**config.mk**
```make
export PLATFORM = sky130hd
export DESIGN_NAME = sonic_sensor_scheduler_flat
export DESIGN_NICKNAME = d
export VERILOG_FILES = /design/src/rtl/sonic_sensor_scheduler_if.sv /design/src/rtl/sonic_sensor_scheduler.sv /design/src/flat_wrapper.sv
export SDC_FILE = /design/constraint.sdc
export NUM_CORES = 1
export LEC_CHECK = 0
export BUFFER_PORTS_ARGS = -buffer_cell sky130_fd_sc_hd__buf_4
export CAP_MARGIN = 40
export CELL_PAD_IN_SITES_DETAIL_PLACEMENT = 2
export CELL_PAD_IN_SITES_GLOBAL_PLACEMENT = 2
export CORE_MARGIN = 2
export CORE_UTILIZATION = 39
export DETAILED_ROUTE_END_ITERATION = 8
export PLACE_DENSITY = 0.78
export SKIP_CTS_REPAIR_TIMING = 1
export SKIP_LAST_GASP = 1
export SYNTH_ARGS = -nofsm -noshare
export SYNTH_HDL_FRONTEND = slang
export SYNTH_SLANG_ARGS = --single-unit
```
**constraint.sdc**
```tcl
create_clock -name CLOCK_50 -period 3.3 [get_ports CLOCK_50]
set_input_delay 0.66 -clock CLOCK_50 [delete_from_list [all_inputs] [get_ports CLOCK_50]]
set_output_delay 0.66 -clock CLOCK_50 [all_outputs]
set_load 0.05 [all_outputs]
```
**src/rtl/sonic_sensor_scheduler_if.sv**
```systemverilog
// Result bus of the ultrasonic sensor scheduler: one tagged distance per strobe.
interface sonic_sensor_scheduler_if #(
  parameter int DIST_W = 9
);
  logic              dist_valid;
  logic [2:0]        dist_sensor;
  logic [DIST_W-1:0] dist_cm;
  logic              dist_timeout;

  modport master (output dist_valid, dist_sensor, dist_cm, dist_timeout);
  modport slave  (input  dist_valid, dist_sensor, dist_cm, dist_timeout);
endinterface

```
**src/rtl/sonic_sensor_scheduler.sv**
```systemverilog
// Round-robin trigger/echo sequencer for HC-SR04-style rangers sharing one timing datapath.
// Optional macro SONIC_MASK_EN adds a sensor_mask input that skips masked-out sensors.
module sonic_sensor_scheduler #(
  parameter int NUM_SENSORS    = 2,
  parameter int TRIG_CYCLES    = 500,
  parameter int CM_CYCLES      = 2900,
  parameter int TIMEOUT_CYCLES = 1500000,
  parameter int GAP_CYCLES     = 500000,
  parameter int DIST_W         = 9
) (
  input  logic                   CLOCK_50,
  input  logic                   reset,
  input  logic                   enable,
  input  logic [NUM_SENSORS-1:0] echo,
`ifdef SONIC_MASK_EN
  input  logic [NUM_SENSORS-1:0] sensor_mask,
`endif
  output logic [NUM_SENSORS-1:0] trig,
  output logic                   busy,
  sonic_sensor_scheduler_if.master res
);

  localparam int MAX_A   = (TIMEOUT_CYCLES > GAP_CYCLES) ? TIMEOUT_CYCLES : GAP_CYCLES;
  localparam int MAX_CNT = (MAX_A > TRIG_CYCLES) ? MAX_A : TRIG_CYCLES;
  localparam int CNT_W   = $clog2(MAX_CNT + 1);
  localparam int SUB_W   = $clog2(CM_CYCLES + 1);
  localparam logic [DIST_W-1:0] CM_MAX   = {{(DIST_W-1){1'b1}}, 1'b0};
  localparam logic [DIST_W-1:0] CM_ALL   = {DIST_W{1'b1}};
  localparam logic [2:0]        LAST_IDX = 3'(NUM_SENSORS - 1);

  typedef enum logic [2:0] {
    IDLE      = 3'd0,
    TRIG      = 3'd1,
    WAIT_RISE = 3'd2,
    MEASURE   = 3'd3,
    GAP       = 3'd4
  } state_t;

  state_t                 state_r;
  logic [2:0]             idx_r;
  logic [CNT_W-1:0]       cnt_r;
  logic [SUB_W-1:0]       sub_r;
  logic [DIST_W-1:0]      cm_r;
  logic [NUM_SENSORS-1:0] echo_meta_r;
  logic [NUM_SENSORS-1:0] echo_sync_r;
  logic                   echo_prev_r;
  logic [NUM_SENSORS-1:0] trig_r;
  logic                   busy_r;
  logic                   valid_r;
  logic [2:0]             sensor_r;
  logic [DIST_W-1:0]      dist_cm_r;
  logic                   timeout_r;

  logic       echo_cur_s;
  logic       rise_s;
  logic       fall_s;
  logic       limit_s;
  logic [2:0] next_idx_s;
  logic [2:0] start_idx_s;
  logic       mask_any_s;

  function automatic logic [NUM_SENSORS-1:0] onehot(input logic [2:0] i);
    return NUM_SENSORS'(1'b1) << i;
  endfunction

  assign echo_cur_s = |(echo_sync_r & onehot(idx_r));
  assign rise_s     = echo_cur_s & ~echo_prev_r;
  assign fall_s     = ~echo_cur_s & echo_prev_r;
  assign limit_s    = (cnt_r == CNT_W'(TIMEOUT_CYCLES - 1));

`ifdef SONIC_MASK_EN
  logic [2:0] cand_s;

  assign mask_any_s  = |sensor_mask;
  assign start_idx_s = (|(sensor_mask & onehot(idx_r))) ? idx_r : next_idx_s;

  // Nearest enabled sensor after idx_r; the descending scan lets the closest candidate win.
  always_comb begin
    next_idx_s = idx_r;
    cand_s     = idx_r;
    for (int k = NUM_SENSORS; k >= 1; k--) begin
      cand_s     = 3'((int'(idx_r) + k) % NUM_SENSORS);
      next_idx_s = (|(sensor_mask & onehot(cand_s))) ? cand_s : next_idx_s;
    end
  end
`else
  assign next_idx_s  = (idx_r == LAST_IDX) ? 3'd0 : idx_r + 3'd1;
  assign start_idx_s = idx_r;
  assign mask_any_s  = 1'b1;
`endif

  // Two-flop synchronizer per echo pin plus the previous selected level for edge detection.
  always_ff @(posedge CLOCK_50 or negedge reset) begin
    if (!reset) begin
      echo_meta_r <= '0;
      echo_sync_r <= '0;
      echo_prev_r <= 1'b0;
    end else begin
      echo_meta_r <= echo;
      echo_sync_r <= echo_meta_r;
      echo_prev_r <= echo_cur_s;
    end
  end

  // Measurement sequencer with registered trigger, busy and result outputs.
  always_ff @(posedge CLOCK_50 or negedge reset) begin
    if (!reset) begin
      state_r   <= IDLE;
      idx_r     <= 3'd0;
      cnt_r     <= '0;
      sub_r     <= '0;
      cm_r      <= '0;
      trig_r    <= '0;
      busy_r    <= 1'b0;
      valid_r   <= 1'b0;
      sensor_r  <= 3'd0;
      dist_cm_r <= '0;
      timeout_r <= 1'b0;
    end else begin
      valid_r <= 1'b0;
      case (state_r)
        IDLE: begin
          if (enable && mask_any_s) begin
            state_r <= TRIG;
            idx_r   <= start_idx_s;
            trig_r  <= onehot(start_idx_s);
            busy_r  <= 1'b1;
            cnt_r   <= '0;
          end
        end
        TRIG: begin
          if (cnt_r == CNT_W'(TRIG_CYCLES - 1)) begin
            trig_r  <= '0;
            state_r <= WAIT_RISE;
            cnt_r   <= '0;
          end else begin
            cnt_r <= cnt_r + CNT_W'(1);
          end
        end
        WAIT_RISE: begin
          if (rise_s) begin
            state_r <= MEASURE;
            cnt_r   <= '0;
            // The rise cycle itself is the first echo-high clock.
            sub_r   <= SUB_W'(1);
            cm_r    <= '0;
          end else if (limit_s) begin
            state_r   <= GAP;
            cnt_r     <= '0;
            valid_r   <= 1'b1;
            sensor_r  <= idx_r;
            dist_cm_r <= CM_ALL;
            timeout_r <= 1'b1;
          end else begin
            cnt_r <= cnt_r + CNT_W'(1);
          end
        end
        MEASURE: begin
          if (fall_s) begin
            state_r   <= GAP;
            cnt_r     <= '0;
            valid_r   <= 1'b1;
            sensor_r  <= idx_r;
            dist_cm_r <= cm_r;
            timeout_r <= 1'b0;
          end else if (limit_s) begin
            state_r   <= GAP;
            cnt_r     <= '0;
            valid_r   <= 1'b1;
            sensor_r  <= idx_r;
            dist_cm_r <= CM_ALL;
            timeout_r <= 1'b1;
          end else begin
            cnt_r <= cnt_r + CNT_W'(1);
            if (sub_r == SUB_W'(CM_CYCLES - 1)) begin
              sub_r <= '0;
              cm_r  <= (cm_r == CM_MAX) ? cm_r : cm_r + DIST_W'(1'b1);
            end else begin
              sub_r <= sub_r + SUB_W'(1);
            end
          end
        end
        GAP: begin
          if (cnt_r == CNT_W'(GAP_CYCLES - 1)) begin
            idx_r <= next_idx_s;
            cnt_r <= '0;
            if (enable && mask_any_s) begin
              state_r <= TRIG;
              trig_r  <= onehot(next_idx_s);
            end else begin
              state_r <= IDLE;
              busy_r  <= 1'b0;
            end
          end else begin
            cnt_r <= cnt_r + CNT_W'(1);
          end
        end
        default: begin
          state_r <= IDLE;
          trig_r  <= '0;
          busy_r  <= 1'b0;
          cnt_r   <= '0;
        end
      endcase
    end
  end

  assign trig             = trig_r;
  assign busy             = busy_r;
  assign res.dist_valid   = valid_r;
  assign res.dist_sensor  = sensor_r;
  assign res.dist_cm      = dist_cm_r;
  assign res.dist_timeout = timeout_r;

endmodule
```
**src/flat_wrapper.sv**
```systemverilog
// flat-port wrapper written by rule: the top's interface ports become plain ports
module sonic_sensor_scheduler_flat 
#(
  parameter int NUM_SENSORS    = 2,
  parameter int TRIG_CYCLES    = 500,
  parameter int CM_CYCLES      = 2900,
  parameter int TIMEOUT_CYCLES = 1500000,
  parameter int GAP_CYCLES     = 500000,
  parameter int DIST_W         = 9
)
  (CLOCK_50, reset, enable, echo, trig, busy, res_dist_valid, res_dist_sensor, res_dist_cm, res_dist_timeout);
  sonic_sensor_scheduler_if #(.DIST_W(DIST_W)) res_i ();
  input  logic CLOCK_50;
  input  logic reset;
  input  logic enable;
  input  logic [NUM_SENSORS-1:0] echo;
  output logic [NUM_SENSORS-1:0] trig;
  output logic busy;
  output wire logic [$bits(res_i.dist_valid)-1:0] res_dist_valid;
  output wire logic [$bits(res_i.dist_sensor)-1:0] res_dist_sensor;
  output wire logic [$bits(res_i.dist_cm)-1:0] res_dist_cm;
  output wire logic [$bits(res_i.dist_timeout)-1:0] res_dist_timeout;
  assign res_dist_valid = res_i.dist_valid;
  assign res_dist_sensor = res_i.dist_sensor;
  assign res_dist_cm = res_i.dist_cm;
  assign res_dist_timeout = res_i.dist_timeout;
  sonic_sensor_scheduler #(.NUM_SENSORS(NUM_SENSORS), .TRIG_CYCLES(TRIG_CYCLES), .CM_CYCLES(CM_CYCLES), .TIMEOUT_CYCLES(TIMEOUT_CYCLES), .GAP_CYCLES(GAP_CYCLES), .DIST_W(DIST_W)) u_core (.CLOCK_50(CLOCK_50), .reset(reset), .enable(enable), .echo(echo), .trig(trig), .busy(busy), .res(res_i));
endmodule
```
==> results of run 1 <==
[final timing paths]
| path | from | to | cells past startpoint |
|---|---|---|---|
| worst min-delay path | reset | u_core.res.dist_cm[2] | 1 |
| min in group CLOCK_50 | u_core.echo_meta_r[1] | u_core.echo_sync_r[1] | 0 |
| worst max register to register | u_core.cnt_r[0] | u_core.cnt_r[3] | 8 |
| worst min register to register | u_core.echo_meta_r[1] | u_core.echo_sync_r[1] | 0 |
| max in group asynchronous | reset | u_core.sub_r[7] | 2 |
| worst max-delay path | u_core.cnt_r[0] | u_core.cnt_r[3] | 8 |
[registers in the layout (all words and copies together), names as in the netlist, 2 cells and up]
| register | count |
|---|---|
| u_core.cnt_r | 21 |
| u_core.sub_r | 12 |
| u_core.cm_r | 9 |
| u_core.res.dist_cm | 9 |
| u_core.idx_r | 3 |
| u_core.res.dist_sensor | 3 |
| u_core.state_r | 3 |
| u_core.echo_meta_r | 2 |
| u_core.echo_sync_r | 2 |
| u_core.trig | 2 |
[cell usage in the layout (no fill, tap or decap), types with 4 or more instances in the layout]
cell | synthesis | final
o22a_1 | 10 | 10
nor2_1 | 29 | 29
mux2_2 | 5 | 5
mux2i_1 | 4 | 4
nand3_1 | 25 | 25
nor3_1 | 5 | 5
dfrtp_1 | 70 | 70
o21ai_0 | 24 | 24
buf_4 | 0 | 32
inv_1 | 14 | 14
nand2_1 | 23 | 23
ha_1 | 4 | 4
nor2b_1 | 4 | 4
nand2b_1 | 4 | 4
or4_1 | 6 | 6
o31ai_1 | 8 | 8
a21o_1 | 5 | 5
or3_1 | 9 | 9
and3_1 | 8 | 8
nand4_1 | 11 | 11
a22o_1 | 6 | 6
a31oi_1 | 6 | 6
a21oi_1 | 23 | 23
xnor2_1 | 5 | 5
clkbuf_8 | 0 | 9
[logic make-up after synthesis]
group	count (synthesis)	share of synthesized area, %
and+or+nand+nor	152	22.9
DFF	70	46.7
adders and majority gates	4	1.33
buffers and inverters	31	3.67
xor gates and xnor gates	8	1.87
muxes	11	3.27
AOI/OAI and AO/OA	108	20.3
[per-stage QoR]
stage,instance area (sq um),util [%],power (uW),setup slack [ns],cells
6_report,4340,46.7,1730,0.324,546
5_1_grt,4340,46.7,1800,0.140,546
4_1_cts,4330,46.7,1760,0.303,545
3_5_place_dp,4100,44.1,912,0.304,529
3_3_place_gp,4080,43.9,908,0.439,528
2_1_floorplan,3750,-,884,0.789,384
[report_power, final]
part	switching (uW)	internal (uW)	leakage, uW
Clock	342	498	0.000119
Combinational	23.7	7.90	0.000843
Sequential	1.70	860	0.000889
[metal layers]
metal | routed length, um | vias up | GRT usage [%]
li1 | - | 1487 | -
met1 | 4700 | 1625 | 27.7
met2 | 5410 | 28 | 39.4
met3 | 295 | 8 | 6.50
met4 | 83 | 0 | 4.51
met5 | 0 | - | 0
[cell type report]
class                   instances  share of cell area, %
clock buffers                   9                   2.86
clock inverters                 7                   2.60
inverters                      14                   1.21
multi-input cells             283                   43.1
flip-flops and latches         70                   40.4
well taps                     129                   3.72
repair buffers                 34                   6.12
==> impl_metrics.toml, run 1 <==
[status]
status = "completed"

[global_routing]
antenna_found_initial = 0
grt_usage_pct = 22.5
grt.overflow.total = 0
grt_pass1_vias = 3435
grt_max_degree = 38
grt_pass1_wl_mm = 17.9

[worst_setup_path]
end_kind = "register"
path_delay_family = "compound AO/OA/AOI/OAI gates"
startpoint_type = "register"
cp.arrival_ns = 3.22
path_class = "register to register"
cp_slowest_cell = "or4_1"
slowest_delay_ns = 0.69
crit_chain = "ha_1 -> nand4_1 -> or4_1 -> o31ai_4 -> o211ai_2 -> buf_4 -> a21o_1 -> a22o_1"
rrSetupSlack_ns = 0.32
critPathRequiredTime_ns = 3.55
cp_num_buf_inv = 1
crit_fanout = 23

[sta]
slew_headroom_pct = 40.7
timing.setup.tns_ns = 0
setup_viol = 0
drv_slew = 0
rsz0062_at_grt = "no"
hold_viol = 0
fmax_mhz = 336
min_period_over_period_pct = 90.2
fin_worst_skew_ns = 0.0135
hold_ws_ns = 0.242
finalCriticalPeriod_ns = 2.98
worst_pin_slew_ns = 0.889

[final_layout]
multi_input_area_sq_mm = 0.00187
fillers = 1009
fin_nets = 421
area.sequential_sq_mm = 0.00175
final_layout_size_suffix_gt1_share_pct = 17.3
syn2layout_area_growth_pct = 15.6
num_antenna_cells = 0

[die]
dieArea_sq_mm = 0.0104
die-height_um = 102
fp.dieW_um = 102
rows = 35
start_util_pct = 40.4
coreArea_sq_mm = 0.00928
ios = 22

[detailed_routing]
postRouteAntennaNets = 0
vias = 3148
drc = 0
routed_wl_mm = 10.5
drtIter0Drc = 82
wire_per_inst_um = 19.2
viasPerCell = 5.77
drt_first_pass_iters = 4

[clock_network]
clockBufferDepth = 2
clkTransAtPathRegs_ns = 0.08
cts_tree = "done"
clock_sinks = 70
cts_max_level = 3
numCtsBuffers = 9
clock-root-buffer = "clkbuf_8"
clock_latency_ns = 0.36

[synthesis]
syn_nets = 393
netlist_area_sq_mm = 0.00375
synth_commonest_cells = "70 x dfrtp_1, 29 x nor2_1, 25 x nand3_1"
ys_ff_latch = 70
yosysSeqAreaShare_pct = 46.7
netlist_top_cells_area = "dfrtp_1 47%, nand3_1 3.3%, o21ai_0 3.2%, a21oi_1 3.1%, nor2_1 2.9%"
synthCells = 384
synth_top_area_cell = "dfrtp_1"
avgSynthCellArea_sq_um = 9.77
synthArstFlopShare_pct = 100
yosysMostFrequentCell = "dfrtp_1"
synth_ff_type = "dfrtp_1"
yosysWarningCount = 0
synth_edf_count = 0
yosysTopAreaCellShare_pct = 46.7
yosysUniqueCellTypes = 69

[job]
maxCapViolations = 0

[place]
gp_congestion = 0.765
numPortBuffers = 21
post-dp-hpwl_mm = 7.37

[min_path]
hold_path.class = "input port to asynchronous set/reset pin"

[power_and_ir_drop]
p_leak_uw = 0.00185
ir_drop_uv = 303
p_per_area_mw_per_mm2 = 400
Note: power is estimated with default switching activity, not from simulation.
==> run 2: changes to the inputs <==
- ABC_AREA: not set -> 1
- CORE_UTILIZATION: 39 -> 36
- PLACE_DENSITY: 0.78 -> 0.8
==> run 2 against run 1 <==
Net effect:
- utilization down 5.0 points
- fmax up 36%
- combinational power up 15%
- global-route usage up 0.056 points
- non-clock buffer count down 11
- register-to-register slack better by 0.79 ns
- sequential share of layout area down 7.0 points
- flip-flop and latch count unchanged
- critical path type unchanged
- highest routed layer unchanged
==> impl_metrics.toml, run 2 <==
[status]
status = "completed"

[final_layout]
layout_commonest_cell = "nand2_1"
multi_input_area_sq_mm = 0.00242
syn2layout_area_growth_pct = 13.8
area.sequential_sq_mm = 0.00175
fillers = 1486
top_register = "u_core.cnt_r"
final_util_pct = 41.7
num_antenna_cells = 0
final_layout_size_suffix_gt1_share_pct = 14.1
final_cell_mix = "220 x nand2_1, 92 x inv_1, 70 x dfrtp_1"
reg_top3 = "u_core.cnt_r x21, u_core.sub_r x12"
largest_reg_flops = 21
fin_nets = 692

[synthesis]
ys_ff_latch = 70
synthArstFlopShare_pct = 100
synth_ff_type = "dfrtp_1"
yosysWarningCount = 0
yosysUniqueCellTypes = 37
synth_top_area_cell = "dfrtp_1"
yosysTopAreaCellShare_pct = 38.0
synthCells = 659
yosysMostFrequentCell = "nand2_1"
avgSynthCellArea_sq_um = 7.00
synth_commonest_cells = "220 x nand2_1, 92 x inv_1, 70 x dfrtp_1"
yosysSeqAreaShare_pct = 38.0
netlist_area_sq_mm = 0.00461
synth_edf_count = 0
netlist_top_cells_area = "dfrtp_1 38%, nand2_1 18%, inv_1 7.5%, nand3_1 7.5%, nor2_1 5.1%"
syn_nets = 668

[detailed_routing]
vias = 4293
drc = 0
drt_first_pass_iters = 4
drtIter0Drc = 167
postRouteAntennaNets = 0
routed_wl_mm = 14.3
wire_per_inst_um = 16.7
viasPerCell = 4.99

[power_and_ir_drop]
p_per_area_mw_per_mm2 = 365
p_leak_uw = 0.00274
switchingPower_uw = 416
p_clk_share_pct = 52.9
power_uw = 1910
switching_share_pct = 21.7
seq_power_share_pct = 45.2
intPower_uw = 1500
ir_drop_uv = 206
combPwrFrac_pct = 1.9

[worst_setup_path]
cp_slowest_cell = "nand4_2"
slowest_delay_ns = 0.43
crit_chain = "ha_1 -> nand2_2 -> nor2_4 -> nand3_2 -> nor2b_2 -> nand4_2 -> nand3_1 -> nand2_1"
path_delay_family = "simple AND/OR/NAND/NOR gates"
cp_num_buf_inv = 0
startpoint_type = "register"
path_class = "register to register"
crit_fanout = 14
cp.arrival_ns = 2.41
end_kind = "register"
critPathRequiredTime_ns = 3.52

[job]
maxCapViolations = 0

[sta]
hold_viol = 0
min_period_over_period_pct = 66.3
rsz0062_at_grt = "no"
timing.setup.tns_ns = 0
setup_viol = 0
drv_slew = 0
worst_pin_slew_ns = 0.623
finalCriticalPeriod_ns = 2.19
slew_headroom_pct = 58.4
fin_worst_skew_ns = 0.0101
fmax_mhz = 457

[clock_network]
numCtsBuffers = 9
clockBufferDepth = 2
cts_max_level = 3
clkTransAtPathRegs_ns = 0.06
clock_latency_ns = 0.35
cts_tree = "done"
clock_sinks = 70
clock-root-buffer = "clkbuf_16"

[die]
die-height_um = 117
ios = 22
dieArea_sq_mm = 0.0137
start_util_pct = 36.7
fp.dieW_um = 117
coreArea_sq_mm = 0.0126
rows = 41

[global_routing]
grt_max_degree = 37
grt_pass1_wl_mm = 23.6
antenna_found_initial = 0
grt_pass1_vias = 4658
grt.overflow.total = 0
grt_usage_pct = 22.5

[place]
post-dp-hpwl_mm = 10.6
gp_congestion = 0.819
numPortBuffers = 21

[min_path]
hold_path.class = "input port to asynchronous set/reset pin"
-- run 2: cell types whose count changed in the layout (fill, tap and decap cells not counted), sizes merged, moves of 12 or more --
cell	previous run	this run
nor2	31	81
o21ai	25	10
nand2	23	232
nand3	25	83
inv	14	99
a21oi	23	5
xor2	3	15
-- run 2: logic make-up (layout without fill, tap and decap cells) --
logic type / Yosys count / after routing / synth area share, %
buffers and inverters: 110 / 139 / 9.61
AOI/OAI and AO/OA: 25 / 25 / 3.23
DFF: 70 / 70 / 38.0
and+or+nand+nor: 434 / 434 / 45.0
adders and majority gates: 4 / 4 / 1.09
xor gates and xnor gates: 16 / 16 / 3.04
-- run 2: power by group through the flow --
stage / clock (uW) / sequential (uW) / combinational, uW
floorplan: 0 / 882 / 6.83
global placement: 0 / 880 / 34.8
detailed placement: 0 / 880 / 38.8
CTS: 1040 / 864 / 38.4
global route: 1070 / 864 / 40.8
finish: 1010 / 864 / 36.4
-- run 2: worst register-to-register path: stages, from the launching register on --
cell     delay (ns)
dfrtp_1        0.38
ha_1           0.29
nand2_2        0.10
nor2_4         0.23
nand3_2        0.13
nor2b_2        0.16
nand4_2        0.43
nand3_1        0.26
nand2_1        0.08
-- run 2: worst paths after layout --
path                                        from                        end  slack, ns  cells after the start
max                              u_core.cnt_r[0]  u_core.res.dist_sensor[2]       1.11                      8
min                                        reset            u_core.cnt_r[9]       0.28                      1
max reg2reg                      u_core.cnt_r[0]  u_core.res.dist_sensor[2]       1.11                      8
min reg2reg                u_core.echo_meta_r[0]      u_core.echo_sync_r[0]       0.35                      0
max in group asynchronous                  reset             u_core.cm_r[4]       2.45                      2
min in group CLOCK_50      u_core.echo_meta_r[0]      u_core.echo_sync_r[0]       0.35                      0
-- run 2: metal layers --
| layer | GRT usage [%] | vias to the layer above | wire length [um] |
|---|---|---|---|
| met4 | 8.31 | 0 | 250 |
| li1 | - | 2111 | - |
| met1 | 28.8 | 2128 | 6660 |
| met5 | 0 | - | 0 |
| met3 | 3.09 | 18 | 276 |
| met2 | 38.8 | 36 | 7160 |
-- run 2: cell type report --
type                       count  area share [%]
clock buffer                  13            4.96
clock inverter                 3           0.811
inverter                     100            7.15
multi-input combinational    479            46.1
sequential                    70            33.4
tap                          172            4.10
timing repair buffer          23            3.53
-- run 2: per-stage QoR --
step                      area [sq um]  cells  setup slack, ns  hold WS [ns]
after global routing              5250    860            0.925         0.304
after floorplan                   4610    659             1.68         0.331
after global placement            4920    843             1.25         0.333
final                             5250    860             1.11         0.276
after detailed placement          4940    844             1.10         0.337
after CTS                         5250    860             1.09         0.286
